**config.mk**
```make
export PLATFORM = sky130hd
export DESIGN_NAME = display_scanner
export DESIGN_NICKNAME = d
export VERILOG_FILES = /design/src/rtl/display_scanner_pkg.sv /design/src/rtl/bcd_to_7seg.sv /design/src/rtl/display_scanner.sv
export SDC_FILE = /design/constraint.sdc
export NUM_CORES = 1
export LEC_CHECK = 0
export CAP_MARGIN = 10
export CORE_MARGIN = 5
export CORE_UTILIZATION = 50
export DETAILED_ROUTE_END_ITERATION = 12
export MAX_ROUTING_LAYER = met4
export PLACE_DENSITY = 0.75
export REMOVE_ABC_BUFFERS = 1
export SYNTH_ARGS = -nofsm -noshare
export SYNTH_HDL_FRONTEND = slang
export SYNTH_HIERARCHICAL = 1
export SYNTH_SLANG_ARGS = --single-unit
```
**constraint.sdc**
```tcl
create_clock -name NEclk -period 3 [get_ports NEclk]
set_input_delay 0.6 -clock NEclk [delete_from_list [all_inputs] [get_ports NEclk]]
set_output_delay 0.6 -clock NEclk [all_outputs]
set_load 0.01 [all_outputs]
```
**src/rtl/display_scanner_pkg.sv**
```systemverilog
`default_nettype none
// ============================================================================
// Module      : display_scanner_pkg
// Description : Shared stopwatch display constants: active-low segment codes
//               (g..a), page encodings, digit bundle type and page stepping.
// Revision    : 1.0 - initial release
// ============================================================================
package display_scanner_pkg;

    // Segment codes, bit 6 = g ... bit 0 = a, active-low
    localparam logic [6:0] c_seg_0     = 7'h40;
    localparam logic [6:0] c_seg_1     = 7'h79;
    localparam logic [6:0] c_seg_2     = 7'h24;
    localparam logic [6:0] c_seg_3     = 7'h30;
    localparam logic [6:0] c_seg_4     = 7'h19;
    localparam logic [6:0] c_seg_5     = 7'h12;
    localparam logic [6:0] c_seg_6     = 7'h02;
    localparam logic [6:0] c_seg_7     = 7'h78;
    localparam logic [6:0] c_seg_8     = 7'h00;
    localparam logic [6:0] c_seg_9     = 7'h10;
    localparam logic [6:0] c_seg_blank = 7'h7F;
    localparam logic [6:0] c_seg_dash  = 7'h3F;

    // Display pages
    localparam logic [1:0] c_page_0 = 2'd0;  // hh:mm
    localparam logic [1:0] c_page_1 = 2'd1;  // mm:ss
    localparam logic [1:0] c_page_2 = 2'd2;  // s.mmm

    // All nine stopwatch digits as one bundle (live or snapshot)
    typedef struct packed {
        logic [3:0] h_1;
        logic [3:0] h_0;
        logic [3:0] min_1;
        logic [3:0] min_0;
        logic [3:0] s_1;
        logic [3:0] s_0;
        logic [3:0] ms_2;
        logic [3:0] ms_1;
        logic [3:0] ms_0;
    } digits_t;

    // Page sequence 0 -> 1 -> 2 -> 0
    function automatic logic [1:0] next_page(input logic [1:0] cur);
        return (cur == c_page_2) ? c_page_0 : cur + 2'd1;
    endfunction

endpackage
`default_nettype wire

```
**src/rtl/bcd_to_7seg.sv**
```systemverilog
`default_nettype none
// ============================================================================
// Module      : bcd_to_7seg
// Description : Combinational BCD digit to active-low 7-segment decoder;
//               non-decimal codes 10..15 render as a dash.
// Revision    : 1.0 - initial release
// ============================================================================
module bcd_to_7seg
    import display_scanner_pkg::*;
(
    input  logic [3:0] i_bcd,
    output logic [6:0] o_seg
);

    // Table lookup; anything above 9 shows only segment g
    always_comb begin
        o_seg = c_seg_dash;
        case (i_bcd)
            4'd0:    o_seg = c_seg_0;
            4'd1:    o_seg = c_seg_1;
            4'd2:    o_seg = c_seg_2;
            4'd3:    o_seg = c_seg_3;
            4'd4:    o_seg = c_seg_4;
            4'd5:    o_seg = c_seg_5;
            4'd6:    o_seg = c_seg_6;
            4'd7:    o_seg = c_seg_7;
            4'd8:    o_seg = c_seg_8;
            4'd9:    o_seg = c_seg_9;
            default: o_seg = c_seg_dash;
        endcase
    end

endmodule
`default_nettype wire

```
**src/rtl/display_scanner.sv**
```systemverilog
`default_nettype none
// ============================================================================
// Module      : display_scanner
// Description : Four-digit multiplexed stopwatch display with three pages
//               and a lap hold that freezes a snapshot of all digits.
//               All state advances on the falling edge of NEclk.
// Revision    : 1.0 - initial release
// ============================================================================
module display_scanner
    import display_scanner_pkg::*;
#(
    parameter int SCAN_DIV = 50000
) (
    input  logic       NEclk,
    input  logic       reset,
    input  logic [3:0] bcd_h_1,
    input  logic [3:0] bcd_h_0,
    input  logic [3:0] bcd_min_1,
    input  logic [3:0] bcd_min_0,
    input  logic [3:0] bcd_s_1,
    input  logic [3:0] bcd_s_0,
    input  logic [3:0] bcd_ms_2,
    input  logic [3:0] bcd_ms_1,
    input  logic [3:0] bcd_ms_0,
    input  logic       page_btn,
    input  logic       lap_btn,
    output logic [6:0] seg,
    output logic       dp,
    output logic [3:0] an,
    output logic [1:0] page,
    output logic       hold
);

    localparam int                   c_presc_w    = (SCAN_DIV > 1) ? $clog2(SCAN_DIV) : 1;
    localparam logic [c_presc_w-1:0] c_presc_last = c_presc_w'(SCAN_DIV - 1);

    logic                 r_page_sync, r_page_prev;
    logic                 r_lap_sync,  r_lap_prev;
    logic                 r_armed;
    logic [1:0]           r_page;
    logic                 r_hold;
    digits_t              r_snap;
    logic [c_presc_w-1:0] r_presc;
    logic [1:0]           r_ptr;
    logic [3:0]           r_an;
    logic [6:0]           r_seg;
    logic                 r_dp;

    digits_t              w_live;
    digits_t              w_disp;
    logic [3:0]           w_digit;
    logic                 w_blank;
    logic                 w_dp_on;
    logic [6:0]           w_seg_dec;
    logic                 w_page_evt;
    logic                 w_lap_evt;

    assign w_live = '{h_1: bcd_h_1, h_0: bcd_h_0, min_1: bcd_min_1, min_0: bcd_min_0,
                      s_1: bcd_s_1, s_0: bcd_s_0, ms_2: bcd_ms_2, ms_1: bcd_ms_1,
                      ms_0: bcd_ms_0};

    assign w_page_evt = r_page_sync & ~r_page_prev;
    assign w_lap_evt  = r_lap_sync  & ~r_lap_prev;

    // Button registers; on the first cycle out of reset the history bit is
    // loaded with the raw level so a button held through reset is not an edge
    always_ff @(negedge NEclk) begin
        if (reset) begin
            r_page_sync <= 1'b0;
            r_page_prev <= 1'b0;
            r_lap_sync  <= 1'b0;
            r_lap_prev  <= 1'b0;
            r_armed     <= 1'b0;
        end else begin
            r_page_sync <= page_btn;
            r_lap_sync  <= lap_btn;
            r_page_prev <= r_armed ? r_page_sync : page_btn;
            r_lap_prev  <= r_armed ? r_lap_sync  : lap_btn;
            r_armed     <= 1'b1;
        end
    end

    // Page stepping, lap hold toggle and snapshot capture on hold entry
    always_ff @(negedge NEclk) begin
        if (reset) begin
            r_page <= c_page_0;
            r_hold <= 1'b0;
            r_snap <= '0;
        end else begin
            if (w_page_evt) begin
                r_page <= next_page(r_page);
            end
            if (w_lap_evt) begin
                r_hold <= ~r_hold;
                if (!r_hold) begin
                    r_snap <= w_live;
                end
            end
        end
    end

    // Scan prescaler and digit pointer; independent of page changes
    always_ff @(negedge NEclk) begin
        if (reset) begin
            r_presc <= '0;
            r_ptr   <= 2'd0;
        end else if (r_presc == c_presc_last) begin
            r_presc <= '0;
            r_ptr   <= r_ptr + 2'd1;
        end else begin
            r_presc <= r_presc + 1'b1;
        end
    end

    // Select the digit, blanking and decimal point for the current pointer/page
    always_comb begin
        w_disp  = r_hold ? r_snap : w_live;
        w_digit = w_disp.min_0;
        w_blank = 1'b0;
        w_dp_on = 1'b0;
        case (r_page)
            c_page_1: begin
                case (r_ptr)
                    2'd0:    w_digit = w_disp.s_0;
                    2'd1:    w_digit = w_disp.s_1;
                    2'd2:    w_digit = w_disp.min_0;
                    default: w_digit = w_disp.min_1;
                endcase
                w_dp_on = (r_ptr == 2'd2);
            end
            c_page_2: begin
                case (r_ptr)
                    2'd0:    w_digit = w_disp.ms_0;
                    2'd1:    w_digit = w_disp.ms_1;
                    2'd2:    w_digit = w_disp.ms_2;
                    default: w_digit = w_disp.s_0;
                endcase
                w_dp_on = (r_ptr == 2'd3);
            end
            default: begin
                case (r_ptr)
                    2'd0:    w_digit = w_disp.min_0;
                    2'd1:    w_digit = w_disp.min_1;
                    2'd2:    w_digit = w_disp.h_0;
                    default: w_digit = w_disp.h_1;
                endcase
                // Suppress the leading hours zero
                w_blank = (r_ptr == 2'd3) && (w_disp.h_1 == 4'd0);
                w_dp_on = (r_ptr == 2'd2);
            end
        endcase
    end

    bcd_to_7seg u_dec (
        .i_bcd (w_digit),
        .o_seg (w_seg_dec)
    );

    // Registered drive of the display pins
    always_ff @(negedge NEclk) begin
        if (reset) begin
            r_an  <= 4'hF;
            r_seg <= c_seg_blank;
            r_dp  <= 1'b1;
        end else begin
            r_an  <= ~(4'b0001 << r_ptr);
            r_seg <= w_blank ? c_seg_blank : w_seg_dec;
            r_dp  <= ~w_dp_on;
        end
    end

    assign an   = r_an;
    assign seg  = r_seg;
    assign dp   = r_dp;
    assign page = r_page;
    assign hold = r_hold;

endmodule
`default_nettype wire

```
== Yosys cells after proc, flatten, opt, wreduce, memory -nomap -nowiden ==
Memory sizes are Yosys's and may differ from the RTL's. A register that Yosys moved wholly into a read port is not among the register bits.
Cells that the tools add are included.

* Bitwise logic cells: 7
* Shifts and indexed selects: 1
* Eq/ne operators: 6
* Multiplexer cells: 11
* Add/subtract/negate cells: 3
* Reductions and logical operators: 6

{| class="wikitable"
|+ Operators by type and width
! operator !! number
|-
| 36-bit 2-to-1 mux || 1
|-
| 4-bit one-hot mux with 3 select lines || 3
|-
| 16-bit by 1-bit adder with 16-bit output, second input constant || 1
|-
| 16-bit == test, second input constant || 1
|-
| 4-bit one-hot mux with 2 select lines || 1
|-
| 2-bit == test, second input constant || 3
|-
| 2-bit OR reduction || 3
|-
| 1-bit 2-to-1 mux || 5
|-
| 2-bit by 1-bit adder with 2-bit output, second input constant || 2
|-
| 2-bit by 1-bit == test with 1-bit output, second input constant || 2
|-
| 4-bit logical NOT || 1
|-
| 1-bit NOT || 4
|-
| 4-bit NOT || 1
|-
| 1-bit by 2-bit left shift with 4-bit output, first input constant || 1
|-
| 1-bit bitwise AND || 2
|-
| 2-bit logical NOT || 1
|-
| 2-bit 2-to-1 mux || 1
|-
| 1-bit logical AND || 1
|}

* Memories kept: 1
* Bits in registers: 67
* Word-level logic and storage cells: 55
* Input port bits: 40
* ROM bits: 112

{| class="wikitable"
|+ Memory list
! memory !! depth !! bits a word !! read ports !! clocked after memory_dff !! write ports !! line !! text
|-
| (name not given) || 16 || 7 || 1 || 1 || 0 || bcd_to_7seg.sv:18 || <nowiki>case (i_bcd)</nowiki>
|}

== Depth between registers and ports, before layout ==
* Word-level depth: 5
* Mapped depth: 12
* Gate-level depth less buffers: 11

== By module ==
The synthesis kept the hierarchy.

{| class="wikitable"
|+ By module, submodules not included
! module !! area each (um2) !! cells an instance !! instances !! seq. area each (um2)
|-
| display_scanner || 3,484.6 || 408 || 1 || 1,481.4
|-
| bcd_to_7seg || 224.0 || 31 || 1 || 0.0
|}

==> flow_summary.json <==
{
  "yosysTopAreaCellShare": 0.399,
  "cts_made_buffers": 9,
  "synth_fa_ha_area_frac": 0.0472,
  "drt_iter0_drc": 148,
  "grt_pass1_wl_mm": 16.6,
  "switching_share": 0.317,
  "clock_sinks": 74,
  "r2r_setup_slack_ns": 0.39,
  "cts_tree": "yes",
  "p_total_mw": 2.86,
  "hold_viol": 0,
  "ff_latch_area_um2": 1490,
  "critPathLaunch": "bcd_min_0[3]",
  "r2r_end": "seg[2]$_SDFF_NP1_",
  "dpl-instance-area_um2": 4410,
  "coreArea_um2": 7250,
  "hpwl_mm": 6.10,
  "drtPass1Iterations": 5,
  "routed_wl_mm": 10.4,
  "share_comb_of_total_power": 0.161,
  "holdPathStages": 2,
  "grt_remaining_overflow": 0,
  "setup_viol": 7,
  "grt_pass1_vias": 3871,
  "dieArea_um2": 9240,
  "maxCapViolations": 0,
  "rsz0062_at_grt": "true",
  "avgSynthCellArea_um2": 8.45,
  "status": "complete, but fails checks",
  "finalWorstSetupSlack_ns": -0.375,
  "maxSlewViolCount": 0,
  "area.growth.synth_to_final_pct": 39.1,
  "relSlewSlack": 0.503,
  "syn_inst": 439,
  "power_switching_uw": 906,
  "reg2reg_depth": 10,
  "p_leak_nw": 2.34,
  "endpoint": "seg[5]$_SDFF_NP1_",
  "yosys.area_share.simple": 0.201,
  "die_h_um": 96.1,
  "ys.flop_type": "dfxtp_1",
  "path_max_fanout": 7,
  "synthMuxAreaShare": 0.108,
  "n_fill_cell": 561,
  "multi_input_area_um2": 2240,
  "power.density_nw_per_um2": 553,
  "synth-xor-area-share": 0.0307,
  "synth_edf_count": 0,
  "start_kind": "input pin",
  "synth_compound_area_frac": 0.151,
  "h-tree-depth": 3,
  "yosys.area.top_type": "dfxtp_1",
  "diodes": 0,
  "boundaryPins": 55,
  "ys_seq_elements": 74,
  "vias": 3746,
  "timing.rr.start": "hold$_SDFFE_NP0P_",
  "antenna_found_initial": 0,
  "via_per_inst": 5.39,
  "grt_max_degree": 43,
  "num-nets-final": 645,
  "drc": 0,
  "seq_power_share": 0.372,
  "synth_cell_types": 46,
  "power.share.clock": 0.467,
  "violations": "setup timing",
  "cts-hold-fix-buffers": 0,
  "fp.dieW_um": 96.1,
  "syn_area_um2": 3710,
  "required_ns": 1.83,
  "drive_gt1_frac": 0.223,
  "skew_ns": 0.0278,
  "initial_core_util": 0.511,
  "worst_pin_slew_ns": 0.746,
  "globalplace.congestion": 0.814,
  "synth_top_family_by_area": "simple AND/OR/NAND/NOR gates",
  "cts_root_buf": "clkbuf_8",
  "grt_usage": 0.238,
  "utilization": 0.711,
  "synth_area_leaders": "dfxtp_1, mux2i_1, nand2_1",
  "arrival_ns": 2.21,
  "cts.path.max_buffers": 2,
  "clock_latency_ns": 0.41,
  "path_clk_slew_ns": 0.03,
  "synthArstFlopShare": 0,
  "power.internal_mw": 1.95,
  "yosysWarnings": 6,
  "worst_setup_path_end_kind": "flip-flop",
  "path_class": "in -> reg",
  "ys_seq_area_frac": 0.399,
  "min-delay-path-class": "reg -> reg",
  "final_cell_area_um2": 5160,
  "wire_per_inst_um": 15.0,
  "rows": 31,
  "ant_nets": 0,
  "ir_drop_mv": 0.403,
  "port-buffer-count": 54
}
-- worst max-delay path, stage by stage --
cell	delay, ns
dlygate4sd2_1	0.25
mux2i_2	0.23
o21ai_1	0.12
o21ai_1	0.15
nand3_1	0.16
buf_6	0.19
nor2b_1	0.14
o31ai_1	0.24
nand2b_1	0.13
-- metal layers --
layer,GRT usage,share of wire
met4,0.165,0.027
met5,-,0
met3,0.0727,0.051
met2,0.394,0.51
met1,0.237,0.41
-- synthesized netlist by cell type, types with 2 or more instances --
cell,number
o21ai_0,12
buf_6,6
dfxtp_1,74
and4_1,2
ha_1,14
nand4_1,4
o21ai_1,14
nor3b_1,2
and4b_1,2
xnor2_1,3
nand3_1,9
or3_1,2
a21oi_2,2
a211oi_1,6
inv_1,12
and3_1,3
xor2_1,10
nand2b_1,11
clkbuf_1,11
nor2b_1,5
and3b_1,2
mux2i_1,39
a21oi_1,51
o22ai_1,12
buf_2,9
nand2_1,74
nor2_1,29
-- stage by stage --
stage / std cells / hold slack (ns) / TNS [ns] / worst slack (ns)
4_1_cts: 693 / 0.451 / -1.88 / -0.321
6_report: 695 / 0.452 / -2.29 / -0.375
5_1_grt: 695 / 0.459 / -2.38 / -0.372
2_1_floorplan: 411 / 0.425 / -6.05 / -0.878
3_3_place_gp: 592 / 0.438 / -17.36 / -1.19
3_5_place_dp: 592 / 0.447 / -18.75 / -1.31
-- worst min path at each step --
stage / start / end / slack (ns)
after floorplan: r_snap[33]$_SDFFE_NP0P_ / r_snap[33]$_SDFFE_NP0P_ / 0.43
after global placement: r_snap[33]$_SDFFE_NP0P_ / r_snap[33]$_SDFFE_NP0P_ / 0.44
after detailed placement: r_snap[4]$_SDFFE_NP0P_ / r_snap[4]$_SDFFE_NP0P_ / 0.45
after CTS: r_snap[4]$_SDFFE_NP0P_ / r_snap[4]$_SDFFE_NP0P_ / 0.45
after global routing: r_snap[4]$_SDFFE_NP0P_ / r_snap[4]$_SDFFE_NP0P_ / 0.46
final: r_snap[0]$_SDFFE_NP0P_ / r_snap[0]$_SDFFE_NP0P_ / 0.45
-- cell type report --
cell class              instances  share of cell area
clock inverters                81              0.0761
well taps                      99              0.0240
clock buffers                   9              0.0240
flip-flops and latches         74               0.288
multi-input cells             324               0.434
inverters                      12             0.00921
repair buffers                 96               0.145
-- layout by cell type, fill, tap and decap left out, types with 7 or more instances in the layout --
cell,synthesis,final
o21ai_1,14,17
xor2_1,10,10
buf_6,6,9
inv_1,12,83
dlygate4sd2_1,0,17
a21oi_1,51,49
mux2i_2,0,7
nand3_1,9,8
mux2i_1,39,29
nand2b_1,11,10
nor2_1,29,28
ha_1,14,9
nand2_1,74,74
buf_2,9,23
clkbuf_8,0,9
o22ai_1,12,10
buf_4,1,37
dfxtp_1,74,71
-- kinds of logic (layout without fill, tap and decap cells) --
kind of cell	count (synthesis)	after routing
buf+inv	41	198
xor+xnor	13	13
flops	74	74
fa+ha+maj	14	14
compound gates	102	102
mux	40	40
simple gates	155	155
-- timing repair --
action,4_1_cts,5_1_grt
setup buffers,11,2
setup endpoints to repair,22,8
pin swaps,47,15
gates resized for setup,194,20
cloned,1,0
-- sequential cells by signal, indices dropped and copies added (netlist names), 2 cells and up --
name     flops
seg          7
r_ptr        2
page         2
an           4
r_presc     16
r_snap      36
-- power by group through the flow --
stage	Combinational [mW]	Clock, mW	Sequential, mW
finish	0.460	1.33	1.06
global route	0.490	1.48	1.07
CTS	0.420	1.36	1.06
detailed placement	0.377	0.152	1.07
global placement	0.368	0.152	1.07
floorplan	0.177	0.152	1.09
(Power assumes the default switching activity.)
